===== config.mk =====
export PLATFORM = sky130hd
export DESIGN_NAME = div_sequencer
export DESIGN_NICKNAME = d
export VERILOG_FILES = /design/src/rtl/div_sequencer.sv
export SDC_FILE = /design/constraint.sdc
export NUM_CORES = 1
export LEC_CHECK = 0
export ABC_CLOCK_PERIOD_IN_PS = 9760
export BUFFER_PORTS_ARGS = -buffer_cell sky130_fd_sc_hd__buf_2
export CAP_MARGIN = 10
export CORE_MARGIN = 1.5
export CORE_UTILIZATION = 38
export CTS_BUF_LIST = sky130_fd_sc_hd__clkbuf_2 sky130_fd_sc_hd__clkbuf_4 sky130_fd_sc_hd__clkbuf_8
export DETAILED_ROUTE_END_ITERATION = 16
export PLACE_DENSITY = 0.61
export SLEW_MARGIN = 20
export SYNTH_ARGS = -nofsm -noshare
export SYNTH_HDL_FRONTEND = slang
export SYNTH_SLANG_ARGS = --single-unit
export TNS_END_PERCENT = 5

===== constraint.sdc =====
create_clock -name CLK -period 9.76 [get_ports CLK]
set_input_delay 1.464 -clock CLK [delete_from_list [all_inputs] [get_ports CLK]]
set_output_delay 1.464 -clock CLK [all_outputs]
set_load 0.02 [all_outputs]

===== src/rtl/div_sequencer.sv =====
// Iterative RV32IM divide unit (DIV/DIVU/REM/REMU) for the execute stage.
// 32-step restoring division on operand magnitudes, with sign fix-up and special-case bypass.
module div_sequencer #(
    parameter int unsigned XLEN  = 32,
    parameter int unsigned CNT_W = 5
) (
    input  logic            CLK,
    input  logic            RESETN,
    input  logic            START,
    input  logic [1:0]      FUNCT3,
    input  logic [XLEN-1:0] OPERAND_A,
    input  logic [XLEN-1:0] OPERAND_B,
    input  logic            FLUSH,
    output logic            BUSY,
    output logic            STALL,
    output logic            VALID,
    output logic [XLEN-1:0] RESULT
);

    localparam logic [XLEN-1:0] MinNeg = {1'b1, {(XLEN-1){1'b0}}};

    typedef enum logic [1:0] {StIdle, StCalc, StFix, StDone} state_e;

    state_e           state;
    logic [CNT_W-1:0] count;
    logic [XLEN-1:0]  rem;
    logic [XLEN-1:0]  quot;
    logic [XLEN-1:0]  divisor;
    logic             is_rem;
    logic             quot_neg;
    logic             rem_neg;

    logic            is_signed;
    logic            overflow;
    logic [XLEN-1:0] a_mag;
    logic [XLEN-1:0] b_mag;
    logic [XLEN-1:0] rem_shift;
    logic [XLEN+1:0] trial;
    logic [XLEN-1:0] quot_fix;
    logic [XLEN-1:0] rem_fix;

    assign is_signed = ~FUNCT3[0];
    assign overflow  = is_signed && (OPERAND_A == MinNeg) && (OPERAND_B == '1);
    assign a_mag     = (is_signed && OPERAND_A[XLEN-1]) ? -OPERAND_A : OPERAND_A;
    assign b_mag     = (is_signed && OPERAND_B[XLEN-1]) ? -OPERAND_B : OPERAND_B;

    // Shifted partial remainder can need XLEN+1 bits; the extra top bit gives the borrow.
    assign rem_shift = {rem[XLEN-2:0], quot[XLEN-1]};
    assign trial     = {1'b0, rem, quot[XLEN-1]} - {2'b00, divisor};

    assign quot_fix = quot_neg ? -quot : quot;
    assign rem_fix  = rem_neg ? -rem : rem;

    assign BUSY  = (state != StIdle);
    assign VALID = (state == StDone);
    // Gated by reset so a pipeline still holding START sees no stall during reset.
    assign STALL = RESETN & (((state == StIdle) & START & ~FLUSH) |
                             (state == StCalc) | (state == StFix));

    always_ff @(posedge CLK or negedge RESETN) begin
        if (!RESETN) begin
            state    <= StIdle;
            count    <= '0;
            rem      <= '0;
            quot     <= '0;
            divisor  <= '0;
            is_rem   <= 1'b0;
            quot_neg <= 1'b0;
            rem_neg  <= 1'b0;
            RESULT   <= '0;
        end else begin
            case (state)
                StIdle: begin
                    if (START && !FLUSH) begin
                        if (OPERAND_B == '0) begin
                            RESULT <= FUNCT3[1] ? OPERAND_A : '1;
                            state  <= StDone;
                        end else if (overflow) begin
                            RESULT <= FUNCT3[1] ? '0 : MinNeg;
                            state  <= StDone;
                        end else begin
                            rem      <= '0;
                            quot     <= a_mag;
                            divisor  <= b_mag;
                            is_rem   <= FUNCT3[1];
                            quot_neg <= is_signed & (OPERAND_A[XLEN-1] ^ OPERAND_B[XLEN-1]);
                            rem_neg  <= is_signed & OPERAND_A[XLEN-1];
                            count    <= '0;
                            state    <= StCalc;
                        end
                    end
                end
                StCalc: begin
                    if (FLUSH) begin
                        count <= '0;
                        state <= StIdle;
                    end else begin
                        if (!trial[XLEN+1]) begin
                            rem  <= trial[XLEN-1:0];
                            quot <= {quot[XLEN-2:0], 1'b1};
                        end else begin
                            rem  <= rem_shift;
                            quot <= {quot[XLEN-2:0], 1'b0};
                        end
                        count <= count + 1'b1;
                        if (count == CNT_W'(XLEN - 1)) begin
                            state <= StFix;
                        end
                    end
                end
                StFix: begin
                    if (FLUSH) begin
                        count <= '0;
                        state <= StIdle;
                    end else begin
                        RESULT <= is_rem ? rem_fix : quot_fix;
                        state  <= StDone;
                    end
                end
                StDone: begin
                    state <= StIdle;
                end
                default: begin
                    state <= StIdle;
                end
            endcase
        end
    end

endmodule

==> results.md, run 1 <==
* Clk slew on worst S/H paths at 0.09 ns
* RSZ-0062 raised after global routing: false
* Period utilisation layout at ~51%
* Fin area at between 10000 and 15000 sq um
* Core ar. at 27900 sq um
* Sw power at 0.823 mW
* Crit end category: register
* R2r worst-path depth at 5
* PnR worst setup slack at 4.82 ns
* DRT iter0 DRCs at 786
* Vias in the first global route at 9181
* P per Cell Area at between 150 and 200 nW/um^2
* Metal3 WL at 1810 um
* Die area at 29400 sq um
* R2R Setup Slk at 6.28 ns
* Post-layout net count at 1537
* Die Wd at 171 um
* Inserted Diodes at 0
* Ys flop type: dfrtp_1
* Crit path max fanout at 57
* WP data arrival at 5.31 ns
* Combinational power share at between 30% and 40%
* Met2 wire len at 13900 um
* Post-synthesis sequential area ratio at about a third
* Max frequency at 203 MHz
* Synthesized area per cell at 7.86 sq um
* Clk Latency, worst-skew pair at 0.48 ns
* M1 WL at 15200 um
* Max Cap Viol at 0
* Sequential power share at between 30% and 40%
* Outcome: completed
* Site Rows at 61
* Antenna violations before repair at 0
* Synth Register Bits at around 140
* Worst r2r src: state[1]
* Capture point of the worst reg-to-reg path: quot[25]
* Crit-path max cell delay at 0.79 ns
* Crit start category: input port
* Total number of vias at about 10000
* Layout cells sized above 1 at 12.5%
* Post-synth EDFFs at 0
* I/O Buffers at 104
* CP required at about 10 ns
* Buffers and inverters on the worst path at 2
* Drt via density at 5.53
* Pre-antenna DRT Iters at 5
* IO Pins at between 100 and 150
* P_int at between 1 and 1.5 mW
* CTS H-tree lvls at 4
* Final hold vios at 0
* Clock power share at 25.9%
* Placed wire-length estimate at 23500 um
* Largest net degree at the start of global routing at 83
* Final setup fails at 0
* Worst-Margin Slew at 1.05 ns
* Max-slew headroom at 29.6%
* Post-Synthesis Cell Area at 10800 sq um
* Final WL at 31400 um
* Count leader, synth: nand2_1
* Post-synth net total at 1481
* Tot GR Track Use at 21.7%
* Synth top area cells: dfrtp_1 32%, o21ai_0 7.7%, xnor2_1 7.2%, nand2_1 6.9%, a21oi_1 4.7%
* Slew Viols, Final at 0
* Post-Syn Instances at 1371
* Type of the worst min-delay path: register to register
* VDD IR max at 0.0842 mV
* Setup TNS at 0 ns
* Leakage at 5.21 nW
* Worst path cell trace: buf_2, or4_1, or3_1, nor4_1, a32o_1, or2_2, o21a_2, buf_4, mux2_2
* Synth top cells by count: 197 x nand2_1, 166 x o21ai_0, 138 x dfrtp_1
* Post-CTS setup buffer count at 0
* Cell Area, Placed at 11600 sq um
* Die height at 171 um
* Hold depth at 2
* Crit path kind: input port to register
* DRC at 0
* Synth area leader: dfrtp_1
* Cell depth of the worst setup path at 9
* DR top layer: met4
* Fill cells at 2821
* # hold bufs at CTS at 0
* Detail Route Antenna Nets at 0
* Sw frac at between 30% and 40%
* Clk_skew at 0.0177 ns
* DP Worst Slack at 4.43 ns
* Total power at 2.10 mW
* Syn-to-layout area delta at 11.7%
* CTS root buf: clkbuf_8
* Per-cell routed wire length at 17.3 um
* Grt total ovfl at 0
* Async SR Flop Fraction at between 90% and 100%
* CTS Buf Count at 17
* CP max-delay cell: nor4_1
* Post-cts sizing count at 0
* CP Launch Point: OPERAND_B[20]
* Final min period at 4.94 ns
* RePlAce Congestion at 0.890
* Worst path top cell family by delay: simple AND/OR/NAND/NOR gates
* CTS tree: done
* First-pass GRT wire length at 49900 um
* Starting density of the core at 38.7%
* Ys Warns at 0
* Crit path to: quot[25]
* Sink Count at 138
* Synth top area share at 32.1%
* Worst-case clock buffer depth at 2
* Distinct cells, synth at 67
==> cells by family after synthesis <==
| logic type | count (synthesis) | share of synthesized area [%] |
|---|---|---|
| and+or+nand+nor | 466 | 20.2 |
| AOI/OAI and AO/OA | 428 | 24.1 |
| xor gates and xnor gates | 142 | 11.5 |
| DFF | 138 | 32.1 |
| buffers and inverters | 129 | 4.72 |
| adders and majority gates | 40 | 4.72 |
| muxes | 28 | 2.68 |
==> cell type report <==
cell class,count,area [sq um],share of cell area [%]
Multi-Input combinational cell,1104,6840,56.9
Inverter,52,195,1.62
Clock inverter,11,168,1.39
Clock buffer,21,283,2.35
Tap cell,378,473,3.93
Sequential cell,138,3450,28.7
Timing Repair Buffer,114,614,5.11
==> tightest hold or removal path, cell delays in order, from the launching register on <==
cell,delay (ns)
dfrtp_1,0.34
nand2_1,0.04
o21ai_0,0.06
==> per-layer routing <==
metal  track usage (%)  vias to the layer above
li1                  -                     4988
met1              31.8                     4737
met2              33.2                      291
met3              3.22                       33
met4              5.57                        0
met5                 0                        -
==> through the flow <==
step                hold slack [ns]  utilization (%)  cells
global placement              0.460             41.5   1785
detailed placement            0.465             41.6   1786
CTS                           0.484             43.2   1818
global route                  0.508             43.2   1818
floorplan                     0.465                -   1371
finish                        0.479             43.2   1818
==> worst min path at each step <==
stage / start / to / slack, ns
detailed placement: RESULT[6] / RESULT[6] / 0.47
CTS: RESULT[6] / RESULT[6] / 0.48
global route: RESULT[0] / RESULT[0] / 0.51
finish: RESULT[6] / RESULT[6] / 0.48
global placement: RESULT[15] / RESULT[15] / 0.46
floorplan: count[2] / count[2] / 0.46
==> cell usage in the layout, fill, tap and decap left out, types with 22 or more instances in the layout <==
cell type  netlist  routed
nor3_1          22      22
nand2_1        197     197
o21ai_0        166     166
nor2_1         108     106
o31ai_1         38      38
xor2_1          53      53
inv_1           52      52
ha_1            39      39
dfrtp_1        138     138
buf_2            3     103
or3_1           27      27
xnor2_1         89      89
a21oi_1        101     101
==> registers in the layout (all words and copies together) (netlist names) <==
register	cells
divisor	32
quot_neg	1
RESULT	32
quot	32
rem	32
count	5
is_rem	1
rem_neg	1
state	2
==> power by group through the flow <==
stage	clock network, mW	logic (mW)	registers, mW
floorplan	0	0.619	0.708
global placement	0	0.793	0.748
detailed placement	0	0.802	0.750
CTS	0.550	0.808	0.739
global route	0.575	0.899	0.755
finish	0.542	0.811	0.742
(Power assumes the default switching activity.)
==> run 2, diff against run 1 <==
--- a/config.mk
+++ b/config.mk
@@ -5,14 +5,14 @@
 export SDC_FILE = /design/constraint.sdc
 export NUM_CORES = 1
 export LEC_CHECK = 0
-export ABC_CLOCK_PERIOD_IN_PS = 9760
+export ABC_CLOCK_PERIOD_IN_PS = 4160
 export BUFFER_PORTS_ARGS = -buffer_cell sky130_fd_sc_hd__buf_2
 export CAP_MARGIN = 10
 export CORE_MARGIN = 1.5
 export CORE_UTILIZATION = 38
 export CTS_BUF_LIST = sky130_fd_sc_hd__clkbuf_2 sky130_fd_sc_hd__clkbuf_4 sky130_fd_sc_hd__clkbuf_8
 export DETAILED_ROUTE_END_ITERATION = 16
-export PLACE_DENSITY = 0.61
+export PLACE_DENSITY = 0.63
 export SLEW_MARGIN = 20
 export SYNTH_ARGS = -nofsm -noshare
 export SYNTH_HDL_FRONTEND = slang
==> constraint.sdc (replaced) <==
create_clock -name CLK -period 4.16 [get_ports CLK]
set_input_delay 0.624 -clock CLK [delete_from_list [all_inputs] [get_ports CLK]]
set_output_delay 0.624 -clock CLK [all_outputs]
set_load 0.02 [all_outputs]
==> run 2 against run 1 <==
- highest routed layer unchanged
- largest power group is now registers
- clock power increased by 150%
- total power increased by 110%
- sequential power increased by 130%
- utilization increased by 0.57 points
- first-iteration DRC count decreased by 6.4%
- cell count increased by 0.66%
- routed wire length decreased by 0.83%
- non-clock buffer count increased by 11
- sequential share of layout area decreased by 0.37 points
- sequential cell count unchanged
- clock skew decreased by 0.0028 ns
- largest cell class unchanged
==> results.md, run 2 (synthesis gave the netlist of run 1 again) <==
* Final hold vios at 0 (unchanged)
* WP data arrival at 3.88 ns (-1.43 ns)
* Vias in the first global route at 9243 (+0.68%)
* Starting density of the core at 38.7% (unchanged)
* Period utilisation layout at 84.7%
* Drt via density at 5.50 (-0.51%)
* Per-cell routed wire length at 17.0 um (-1.5%)
* Die area at 29400 sq um (unchanged)
* Worst-Margin Slew at 1.01 ns (-0.0422 ns)
* Total power at 4.49 mW (+110%)
* Crit-path max cell delay at 0.77 ns (-0.02 ns)
* Type of the worst min-delay path: input port to async pin
* Sink Count at 138 (unchanged)
* Tot GR Track Use at 21.4% (-0.27 points)
* Final setup fails at 0 (unchanged)
* Cell Area, Placed at 11700 sq um (+0.86%)
* Core ar. at 27900 sq um (unchanged)
* RSZ-0062 raised after global routing: false
* Crit path kind: input port to register
* Finished Core Util at 43.8% (+0.57 points)
* Largest net degree at the start of global routing at 139 (+67%)
* Site Rows at 61 (unchanged)
* Most common cell after layout, fill and taps aside: nand2_1
* Post-cts sizing count at 0 (unchanged)
* Worst path top cell family by delay: simple AND/OR/NAND/NOR gates
* Slew Viols, Final at 0 (unchanged)
* P per Cell Area at 369 nW/um^2 (+110%)
* Crit path max fanout at 6 (-89%)
* Total number of vias at 10064 (+0.15%)
* DRC at 0 (unchanged)
* I/O Buffers at 104 (unchanged)
* CP max-delay cell: nor4_1
* VDD IR max at 0.210 mV (+150%)
* Pre-antenna DRT Iters at 5 (unchanged)
* Clk slew on worst S/H paths at 0.08 ns (about the same)
* CTS H-tree lvls at 4 (unchanged)
* Worst path cell trace: buf_2, inv_1, ha_1, nor4b_1, nand3_1, buf_4, nor4_1, a32o_1, or2_2, a21oi_1, a21oi_1, o21ai_0, a22o_1
* IO Pins at 105 (unchanged)
* Post-CTS setup buffer count at 0 (unchanged)
* Crit start category: input port
* First-pass GRT wire length at 49300 um (-1.3%)
* Fill cells at 2813 (-0.28%)
* # hold bufs at CTS at 0 (unchanged)
* Finished Layout Cells at 1830 (+0.66%)
* Most frequent CP cell: a21oi_1
* Final min period at 3.52 ns
* Crit end category: register
* Cell depth of the worst setup path at 13 (+4)
* Max frequency at 284 MHz
* Grt total ovfl at 0 (unchanged)
* Hold Slack at 0.295 ns (-0.183 ns)
* Post-layout net count at 1548 (+0.72%)
* PnR worst setup slack at 0.636 ns (-4.19 ns)
* Syn-to-layout area delta at 13.1%
* Detail Route Antenna Nets at 0 (unchanged)
* Fin area at 12200 sq um (+1.3%)
* CTS tree: done
* Setup TNS at 0 ns (unchanged)
* Clk Latency, worst-skew pair at 0.46 ns (-0.02 ns)
* CP required at 4.51 ns (-5.62 ns)
* DP Worst Slack at 0.262 ns (-4.16 ns)
* Die height at 171 um (unchanged)
* Clk_skew at 0.0148 ns (-0.00284 ns)
* DRT iter0 DRCs at 736 (-6.4%)
* CTS root buf: clkbuf_8
* Worst-case clock buffer depth at 2 (unchanged)
* Leakage at 5.31 nW (+2.0%)
* Placed wire-length estimate at 23500 um (-0.26%)
* Outcome: completed
* CTS Buf Count at 17 (unchanged)
* RePlAce Congestion at 0.919 (+3.3%)
* Final WL at 31100 um (-0.83%)
* Buffers and inverters on the worst path at 3 (+1)
* Max Cap Viol at 0 (unchanged)
* Most frequent cells in the layout: 197 x nand2_1, 166 x o21ai_0, 138 x dfrtp_1
* Dpl cells at 1796 (+0.56%)
* Max-slew headroom at 32.5% (+2.8 points)
* R2r worst-path depth at 8 (+3)
* Die Wd at 171 um (unchanged)
* Layout cells sized above 1 at 13.2% (+0.66 points)
* Antenna violations before repair at 2 (+2)
-- run 2: changes by cell type in the layout (fill, tap and decap cells not counted), sizes merged --
cell    before  now
buf        114  125
bufinv       4    6
inv         52   54
clkbuf      21   17
diode        0    1
-- run 2: routing by layer --
layer  part of all wire (%)  global-route usage [%]  vias to the layer above
met5                      0                       0                        -
met3                    6.5                    2.85                       39
li1                       -                       -                     5007
met1                     48                    31.1                     4707
met2                     44                    33.2                      311
met4                    2.0                    6.22                        0
-- run 2: final cells by class --
class                   instances  area (sq um)  share of cell area, %
repair buffers                125           742                   6.09
clock buffers                  17           234                   1.92
multi-input cells            1104          6840                   56.1
well taps                     378           473                   3.88
flip-flops and latches        138          3450                   28.3
diodes                          1          2.50                 0.0205
clock inverters                15           245                   2.01
inverters                      52           195                   1.60
-- run 2: power by group --
part	internal (mW)	total, mW	switching [mW]
clock	0.776	1.35	0.576
sequential	1.49	1.67	0.184
combinational	0.594	1.47	0.875
total	2.86	4.49	1.63
-- run 2: worst paths after layout --
check	startpoint	endpoint	slack [ns]
max	OPERAND_B[0]	count[3]	0.64
min	RESETN	quot[27]	0.30
max reg2reg	quot[4]	RESULT[29]	0.70
min reg2reg	RESULT[6]	RESULT[6]	0.48
max in group asynchronous	RESETN	divisor[1]	3.30
min in group CLK	FLUSH	state[0]	0.40
==> run 3, diff against run 2 <==
--- a/config.mk
+++ b/config.mk
@@ -5,14 +5,14 @@
 export SDC_FILE = /design/constraint.sdc
 export NUM_CORES = 1
 export LEC_CHECK = 0
-export ABC_CLOCK_PERIOD_IN_PS = 4160
+export ABC_CLOCK_PERIOD_IN_PS = 3450
 export BUFFER_PORTS_ARGS = -buffer_cell sky130_fd_sc_hd__buf_2
 export CAP_MARGIN = 10
 export CORE_MARGIN = 1.5
 export CORE_UTILIZATION = 38
 export CTS_BUF_LIST = sky130_fd_sc_hd__clkbuf_2 sky130_fd_sc_hd__clkbuf_4 sky130_fd_sc_hd__clkbuf_8
 export DETAILED_ROUTE_END_ITERATION = 16
-export PLACE_DENSITY = 0.63
+export PLACE_DENSITY = 0.61
 export SLEW_MARGIN = 20
 export SYNTH_ARGS = -nofsm -noshare
 export SYNTH_HDL_FRONTEND = slang
==> constraint.sdc (replaced) <==
create_clock -name CLK -period 3.45 [get_ports CLK]
set_input_delay 0.5175 -clock CLK [delete_from_list [all_inputs] [get_ports CLK]]
set_output_delay 0.5175 -clock CLK [all_outputs]
set_load 0.02 [all_outputs]
==> run 3 against run 2 <==
- cell area rose by 3.6%
- sequential share of layout area fell by 0.98 points
- cell count rose by 2.6%
- count of clock-buffer cells in the layout rose by 1
- worst hold slack got worse by 0.21 ns
- clock skew fell by 0.0014 ns
- largest cell class unchanged
- largest power group is now combinational logic
==> results.md, run 3 (synthesis gave the netlist of run 1 again) <==
* R2R Setup Slk at 0.16 ns (-0.54 ns)
* Die area at 29400 sq um (unchanged)
* Cell depth of the worst setup path at 13 (unchanged)
* Most common cell after layout, fill and taps aside: nand2_1
* Most frequent cells in the layout: 197 x nand2_1, 166 x o21ai_0, 138 x dfrtp_1
* Largest net degree at the start of global routing at 139 (unchanged)
* Sw frac at 37.5% (+1.1 points)
* Max Cap Viol at 0 (unchanged)
* Period utilisation layout at 95.3%
* CTS root buf: clkbuf_8
* Crit path to: rem[28]
* P_int at 3.96 mW (+38%)
* CTS Buf Count at 17 (unchanged)
* CP max-delay cell: a311oi_1
* # hold bufs at CTS at 0 (unchanged)
* Vias in the first global route at 9519 (+3.0%)
* Final hold vios at 0 (unchanged)
* Crit path max fanout at 3 (-3)
* I/O Buffers at 104 (unchanged)
* Hold Slack at 0.0818 ns (-0.214 ns)
* Placed wire-length estimate at 24400 um (+4.0%)
* Capture point of the worst reg-to-reg path: rem[28]
* Detail Route Antenna Nets at 0 (unchanged)
* Drt via density at 5.51 (+0.23%)
* Crit start category: register
* R2r worst-path depth at 13 (+5)
* Max-slew headroom at 35.8% (+3.3 points)
* Slew Viols, Final at 0 (unchanged)
* Crit end category: register
* Antenna violations before repair at 1 (-1)
* DRC at 0 (unchanged)
* Worst-case clock buffer depth at 2 (unchanged)
* Site Rows at 61 (unchanged)
* Type of the worst min-delay path: input port to async pin
* Clock power share at 28.5% (-1.6 points)
* Post-layout net count at 1596 (+3.1%)
* Per-cell routed wire length at 17.1 um (+0.54%)
* CP required at 3.79 ns (-0.72 ns)
* RSZ-0062 raised after global routing: false
* Setup TNS at 0 ns (unchanged)
* Clk Latency, worst-skew pair at 0.46 ns (about the same)
* Final setup fails at 0 (unchanged)
* Outcome: completed
* Grt total ovfl at 0 (unchanged)
* CP Launch Point: quot[31]
* Core ar. at 27900 sq um (unchanged)
* Die height at 171 um (unchanged)
* Total number of vias at 10352 (+2.9%)
* RePlAce Congestion at 0.921 (+0.19%)
* Die Wd at 171 um (unchanged)
* DRT iter0 DRCs at 846 (+15%)
* Crit-path max cell delay at 0.49 ns (-0.28 ns)
* Layout cells sized above 1 at 16.1% (+2.9 points)
* VDD IR max at 0.257 mV (+23%)
* Leakage at 5.57 nW (+4.8%)
* First-pass GRT wire length at 50900 um (+3.3%)
* Final WL at 32100 um (+3.2%)
* Worst-Margin Slew at 0.961 ns (-0.0481 ns)
* CTS H-tree lvls at 4 (unchanged)
* Finished Core Util at 45.3% (+1.6 points)
* Clk slew on worst S/H paths at 0.09 ns (about the same)
* Post-CTS setup buffer count at 0 (unchanged)
* Crit path kind: register to register
* P per Cell Area at 502 nW/um^2 (+36%)
* Tot GR Track Use at 22.1% (+0.61 points)
* Sw power at 2.38 mW (+45%)
* Pre-antenna DRT Iters at 5 (unchanged)
* Most frequent CP cell: inv_1
* IO Pins at 105 (unchanged)
* Worst path top cell family by delay: compound AO/OA/AOI/OAI gates
* Final min period at 3.29 ns
* Clk_skew at 0.0135 ns (-0.00137 ns)
* Max frequency at just over 300 MHz
* Worst path cell trace: inv_1, ha_1, inv_1, fa_1, a211oi_1, nor3_1, nor2_1, o2111ai_1, a311oi_1, o31ai_1, xor2_1, mux2i_1, o21ai_0
* WP data arrival at 3.63 ns (-0.25 ns)
* Sink Count at 138 (unchanged)
* Combinational power share at 38.6% (+5.9 points)
* Sequential power share at 32.9% (-4.3 points)
* Worst r2r src: quot[31]
* CTS tree: done
* Syn-to-layout area delta at 17.2%
* Buffers and inverters on the worst path at 2 (-1)
* Starting density of the core at 38.7% (unchanged)
[run 3: cell types whose count changed in the layout (fill, tap and decap cells not counted), sizes merged]
cell      delta
clkbuf       +1
inv          +1
buf         +48
bufinv       +2
clkinv       -2
clkinvlp     -2
[run 3: routing by layer]
| metal | GRT usage (%) | part of all wire, % | vias up |
|---|---|---|---|
| li1 | - | - | 5110 |
| met1 | 31.9 | 48 | 4875 |
| met2 | 34.2 | 44 | 324 |
| met3 | 2.74 | 5.7 | 43 |
| met4 | 6.67 | 1.8 | 0 |
| met5 | 0 | 0 | - |
[run 3: power groups by stage]
stage	Clock (mW)	Combinational [mW]	Sequential, mW
6_report	1.81	2.44	2.08
2_1_floorplan	0	1.75	2.00
3_3_place_gp	0	2.38	2.10
4_1_cts	1.84	2.43	2.08
3_5_place_dp	0	2.41	2.11
5_1_grt	1.90	2.72	2.12
[run 3: area by class of cell]
class	instances	area [sq um]
fill	2827	15200
antenna	1	2.50
clock buffer	18	248
timing repair buffer	173	1110
tap	378	473
inverter	52	195
sequential	138	3450
clock inverter	14	289
multi-input combinational	1104	6860
[run 3: repair_timing]
action                                 in CTS  in global routing
setup endpoints to repair                   0                 10
endpoints found under the hold margin       0                  0
resized for setup                           0                  2
[run 3: stage by stage]
step	power, mW	std cells	area [sq um]	setup WS (ns)
5_1_grt	6.73	1878	12600	0.0294
3_3_place_gp	4.48	1845	12100	-0.170
3_5_place_dp	4.52	1845	12100	-0.203
4_1_cts	6.34	1877	12600	0.194
2_1_floorplan	3.75	1371	10800	0.208
6_report	6.33	1878	12600	0.161
[run 3: worst min path at each step]
stage,from,slack (ns),cells past startpoint,to
floorplan,RESETN,0.22,0,RESULT[0]
global placement,RESULT[3],0.46,2,RESULT[3]
detailed placement,RESULT[10],0.47,2,RESULT[10]
CTS,RESETN,0.23,2,quot[18]
global route,RESETN,0.23,2,quot[20]
finish,RESETN,0.08,2,quot[23]
